$ cat src/rtl/alu_seq_sliced.sv
// Multi-cycle sliced 74181-style ALU: evaluates 4*SLICES_PER_CYCLE bits per clock with a
// registered ripple carry, valid/ready handshakes and a sticky carry flag for chained ops.
module alu_seq_sliced #(
    parameter int WIDTH            = 16,
    parameter int SLICES_PER_CYCLE = 1
) (
    input  logic             clk,
    input  logic             rst_n,
    input  logic             in_valid,
    output logic             in_ready,
    input  logic             mode,
    input  logic [3:0]       sel,
    input  logic [WIDTH-1:0] a,
    input  logic [WIDTH-1:0] b,
    input  logic             carry_in,
    input  logic             use_flag_carry,
    output logic             out_valid,
    input  logic             out_ready,
    output logic [WIDTH-1:0] f,
    output logic             carry_out,
    output logic             zero,
    output logic             negative
);

    localparam int CW    = 4 * SLICES_PER_CYCLE;
    localparam int N     = WIDTH / CW;
    localparam int CNT_W = (N > 1) ? $clog2(N) : 1;
    localparam logic [CNT_W-1:0] LAST = CNT_W'(N - 1);

    typedef enum logic [1:0] {
        S_IDLE = 2'd0,
        S_RUN  = 2'd1,
        S_DONE = 2'd2
    } state_t;

    state_t           r_state;
    state_t           w_state_n;
    logic [WIDTH-1:0] r_a;
    logic [WIDTH-1:0] r_b;
    logic [WIDTH-1:0] r_acc;
    logic             r_mode;
    logic [3:0]       r_sel;
    logic             r_carry;
    logic             r_flag;
    logic [CNT_W-1:0] r_cnt;
    logic [CW:0]      w_chunk;
    logic             w_cout_eff;
    logic [WIDTH-1:0] w_acc_next;

    // 74181 chunk: X/Y are the generate/propagate-style operand terms; arithmetic adds them,
    // logic mode is the carry-free XNOR of the same terms. Returns {carry, result}.
    function automatic logic [CW:0] chunk_eval(
        input logic [3:0]    s,
        input logic          m,
        input logic [CW-1:0] ca,
        input logic [CW-1:0] cb,
        input logic          c
    );
        logic [CW-1:0] x;
        logic [CW-1:0] y;
        logic [CW:0]   sum;
        x   = ca | (cb & {CW{s[0]}}) | (~cb & {CW{s[1]}});
        y   = (ca & ~cb & {CW{s[2]}}) | (ca & cb & {CW{s[3]}});
        sum = {1'b0, x} + {1'b0, y} + {{CW{1'b0}}, c};
        chunk_eval = m ? {1'b0, ~(x ^ y)} : sum;
    endfunction

    assign in_ready  = (r_state == S_IDLE);
    assign out_valid = (r_state == S_DONE);

    // Current chunk evaluation and the accumulator after shifting it in at the top
    always_comb begin
        w_chunk    = chunk_eval(r_sel, r_mode, r_a[CW-1:0], r_b[CW-1:0], r_carry);
        w_cout_eff = r_mode ? 1'b0 : w_chunk[CW];
        w_acc_next = (r_acc >> CW) | (WIDTH'(w_chunk[CW-1:0]) << (WIDTH - CW));
    end

    // State register
    always_ff @(posedge clk or negedge rst_n) begin
        if (!rst_n) begin
            r_state <= S_IDLE;
        end else begin
            r_state <= w_state_n;
        end
    end

    // Next-state decode
    always_comb begin
        w_state_n = r_state;
        case (r_state)
            S_IDLE:  w_state_n = in_valid ? S_RUN : S_IDLE;
            S_RUN:   w_state_n = (r_cnt == LAST) ? S_DONE : S_RUN;
            S_DONE:  w_state_n = out_ready ? S_IDLE : S_DONE;
            default: w_state_n = S_IDLE;
        endcase
    end

    // Operand capture, chunk sequencing and result/flag registers
    always_ff @(posedge clk or negedge rst_n) begin
        if (!rst_n) begin
            r_a       <= {WIDTH{1'b0}};
            r_b       <= {WIDTH{1'b0}};
            r_acc     <= {WIDTH{1'b0}};
            r_mode    <= 1'b0;
            r_sel     <= 4'd0;
            r_carry   <= 1'b0;
            r_flag    <= 1'b0;
            r_cnt     <= {CNT_W{1'b0}};
            f         <= {WIDTH{1'b0}};
            carry_out <= 1'b0;
            zero      <= 1'b0;
            negative  <= 1'b0;
        end else begin
            case (r_state)
                S_IDLE: begin
                    if (in_valid) begin
                        r_a     <= a;
                        r_b     <= b;
                        r_mode  <= mode;
                        r_sel   <= sel;
                        r_carry <= use_flag_carry ? r_flag : carry_in;
                        r_cnt   <= {CNT_W{1'b0}};
                        r_acc   <= {WIDTH{1'b0}};
                    end
                end
                S_RUN: begin
                    r_a     <= r_a >> CW;
                    r_b     <= r_b >> CW;
                    r_acc   <= w_acc_next;
                    r_carry <= w_chunk[CW];
                    r_cnt   <= r_cnt + CNT_W'(1);
                    if (r_cnt == LAST) begin
                        f         <= w_acc_next;
                        carry_out <= w_cout_eff;
                        zero      <= (w_acc_next == {WIDTH{1'b0}});
                        negative  <= w_acc_next[WIDTH-1];
                        r_flag    <= w_cout_eff;
                    end
                end
                default: begin
                end
            endcase
        end
    end

endmodule

$ cat config.mk
export PLATFORM = sky130hd
export DESIGN_NAME = alu_seq_sliced
export DESIGN_NICKNAME = d
export VERILOG_FILES = /design/src/rtl/alu_seq_sliced.sv
export SDC_FILE = /design/constraint.sdc
export NUM_CORES = 1
export LEC_CHECK = 0
export ABC_AREA = 1
export ABC_CLOCK_PERIOD_IN_PS = 5200
export BUFFER_PORTS_ARGS = -buffer_cell sky130_fd_sc_hd__buf_2
export CORE_UTILIZATION = 40
export CTS_BUF_LIST = sky130_fd_sc_hd__clkbuf_16
export DETAILED_ROUTE_END_ITERATION = 12
export PLACE_DENSITY_LB_ADDON = 0.05
export SLEW_MARGIN = 20
export SYNTH_ARGS = -nofsm -noshare
export SYNTH_HDL_FRONTEND = slang
export SYNTH_SLANG_ARGS = --single-unit
$ cat constraint.sdc
create_clock -name clk -period 5.2 [get_ports clk]
set_clock_uncertainty 0.15 [all_clocks]
set_input_delay 0.26 -clock clk [delete_from_list [all_inputs] [get_ports clk]]
set_output_delay 0.26 -clock clk [all_outputs]
set_load 0.02 [all_outputs]
==> impl_metrics.py <==
metrics = {
    "route": {
        "dr.pass1.iters": 4,
        "drt-initial-drc-count": 89,
        "vias": 2650,
        "drcViolationCount": 0,
        "drt_wl_total_um": 7350,
        "postRouteAntennaNets": 0,
        "routed_via_density": 4.80,
        "wl_per_cell_um": 13.3,
    },
    "global_routing": {
        "grt_max_degree": 73,
        "grt_pass1_vias": 2754,
        "grt-ovfl-total": 0,
        "grt_pass1_wl_um": 12500,
        "antenna_found_initial": 0,
        "grt_use_total_pct": 19.1,
    },
    "power_and_ir_drop": {
        "switchingPower_mw": 1.19,
        "combPwrFrac_pct": 45.0,
        "sw_frac_of_total_pct": 43.4,
        "intPower_mw": 1.56,
        "sequentialPowerShare_pct": 35.7,
        "max-vdd-ir-drop_uv": 226,
        "pwr_density_cell_nw_per_um2": 686,
        "p_clk_share_pct": 19.3,
        "p_leak_nw": 2.07,
    },
    "sta": {
        "period_minus_slack_ns": 2.42,
        "setup_tns_ns": 0,
        "hold_violations": 6,
        "grt_setup_unrepaired": "false",
        "drv_slew": 0,
        "setup_viol": 0,
        "worst_pin_slew_ns": 0.919,
        "post-route-period-util_pct": 46.6,
        "setup_ws_ns": 2.78,
        "whs_ns": -0.00902,
        "relSlewSlack_pct": 38.7,
        "fmax_ghz": 0.413,
    },
    "worst_setup_path": {
        "end_kind": "register",
        "critPathRequiredTime_ns": 5.32,
        "crit_type": "reg2reg",
        "r2r-end": "zero",
        "critPathArrivalTime_ns": 2.54,
        "reg2reg_depth": 9,
        "critPathLaunchType": "register",
        "r2r_slack_ns": 2.78,
        "critical_path.max_fanout": 5,
        "r2r_start": "r_b[0]",
    },
    "synth": {
        "ys_ff_latch": 72,
        "ys_dominant_reg_cell": "dfrtp_1",
        "netlist_top_cells_area": "dfrtp_1 (55%), nand2_1 (12%), o21ai_0 (6.1%)",
        "synth_edf_count": 0,
        "yosysTopAreaCell": "dfrtp_1",
        "ys_types": 25,
        "ys_seq_area_share_pct": 54.8,
        "synth_top_area_share_pct": 54.8,
        "syn_nets": 426,
        "synth-async-reset-ratio_pct": 100,
        "synth_area_per_cell_um2": 8.75,
        "synthesis.area_um2": 3290,
        "yosysWarnings": 0,
        "syn_inst": 376,
    },
    "clocking": {
        "numCtsBuffers": 9,
        "htree_levels": 3,
        "post_cts_buffers": 0,
        "clkSinkCount": 72,
        "cts_max_path_buffers": 2,
        "clkSlewWorstSetupHoldPaths_ns": 0.06,
        "clkLatencyLatePin_ns": 0.33,
        "root_buffer": "clkbuf_16",
        "postCtsResizedCells": 0,
        "cts_tree": "yes",
    },
    "worst_hold_path": {
        "hold_class": "in2async",
    },
    "die": {
        "initial_core_util_pct": 41.9,
        "core_area_um2": 7850,
        "die_h_um": 92.7,
        "rows": 32,
        "die_area_um2": 8590,
        "io_pins": 64,
        "die_width_um": 92.7,
    },
    "layout": {
        "final_layout_size_suffix_gt1_share_pct": 18.7,
        "multi_input_area_um2": 1220,
        "antenna_cells": 0,
        "mostFrequentLayoutCell": "nand2_1",
        "final_util_pct": 51.1,
        "area_growth_pct": 22.0,
        "final_cell_mix": "nand2_1 (106), dfrtp_1 (72), buf_2 (63), o21ai_0 (40), inv_1 (36)",
        "regArea_um2": 1800,
        "final_nets": 497,
        "fillers": 803,
    },
    "placed_design": {
        "io_buffers": 63,
        "gp_congestion": 0.781,
        "place_ws_ns": 2.77,
        "dp_hpwl_um": 4620,
    },
    "outcome": {
        "status": "finished with violations",
        "violations": "negative hold slack",
    },
    "run": {
        "drv_cap": 0,
    },
}
worst max-delay path by stage:
stage / start / to / slack (ns)
floorplan: r_b[0] / zero / 2.95
global placement: r_b[0] / zero / 2.82
detailed placement: r_b[0] / zero / 2.77
CTS: r_b[0] / zero / 2.76
global route: r_b[0] / zero / 2.56
finish: r_b[0] / zero / 2.78
per-layer routing:
layer | track usage, % | wire length (um)
met1 | 21.8 | 3350
met2 | 33.8 | 3570
met3 | 3.86 | 254
met4 | 9.62 | 172
met5 | 0 | 0
cell usage after synthesis, types with 5 or more instances:
library cell    n
o21ai_0        40
a211oi_1       15
buf_4           6
nor3_1         17
buf_2           8
nand2_1       106
dfrtp_1        72
nand3_1         8
a21oi_1        11
ha_1            5
nor2_1         27
inv_1          35
o22ai_1         7
layout make-up:
class	count	area share, %
Clock buffer	9	5.62
Clock inverter	5	0.686
Inverter	38	3.56
Multi-Input combinational cell	247	30.4
Sequential cell	72	44.9
Tap cell	102	3.18
Timing Repair Buffer	79	11.7
metrics by stage:
stage / cells / hold slack [ns] / power (mW) / area [um2]
floorplan: 376 / -0.186 / 1.96 / 3290
global placement: 525 / 0.294 / 2.22 / 3630
detailed placement: 525 / 0.310 / 2.23 / 3630
CTS: 552 / 0.00236 / 2.79 / 4010
global route: 552 / 0.0413 / 3.04 / 4010
finish: 552 / -0.00902 / 2.75 / 4010
worst max-delay path, cell delays in order (launching register included):
cell     delay (ns)
dfrtp_1        0.41
a21oi_1        0.15
o21ai_0        0.16
fa_1           0.47
fa_1           0.43
o21ai_0        0.28
nand3_1        0.11
nor2_1         0.12
nand2_1        0.05
nand2_1        0.05
power by group through the flow:
stage / combinational [mW] / sequential (mW) / clock [mW]
after global routing: 1.45 / 1.02 / 0.569
after CTS: 1.26 / 0.985 / 0.544
final: 1.24 / 0.981 / 0.531
after global placement: 1.23 / 0.985 / 0
after floorplan: 0.926 / 1.03 / 0
after detailed placement: 1.24 / 0.993 / 0
logic make-up after synthesis:
group / share of synthesized area, %
flops: 54.8
compound gates: 14.2
fa+ha+maj: 3.12
simple gates: 19.7
buf+inv: 8.18
flip-flops by register name, summed over array words and instances (netlist names):
| register | count |
|---|---|
| f | 16 |
| r_a | 16 |
| r_b | 16 |
| r_acc | 12 |
| r_sel | 4 |
| r_cnt | 2 |
| r_state | 2 |
| r_carry | 1 |
| r_flag | 1 |
| r_mode | 1 |
| zero | 1 |
what timing repair did:
| item | CTS | global route |
|---|---|---|
| endpoints found under the setup margin | 0 | 0 |
| hold buffers | 13 | 0 |
| endpoints found under the hold margin | 13 | 0 |
(Power assumes the default switching activity.)
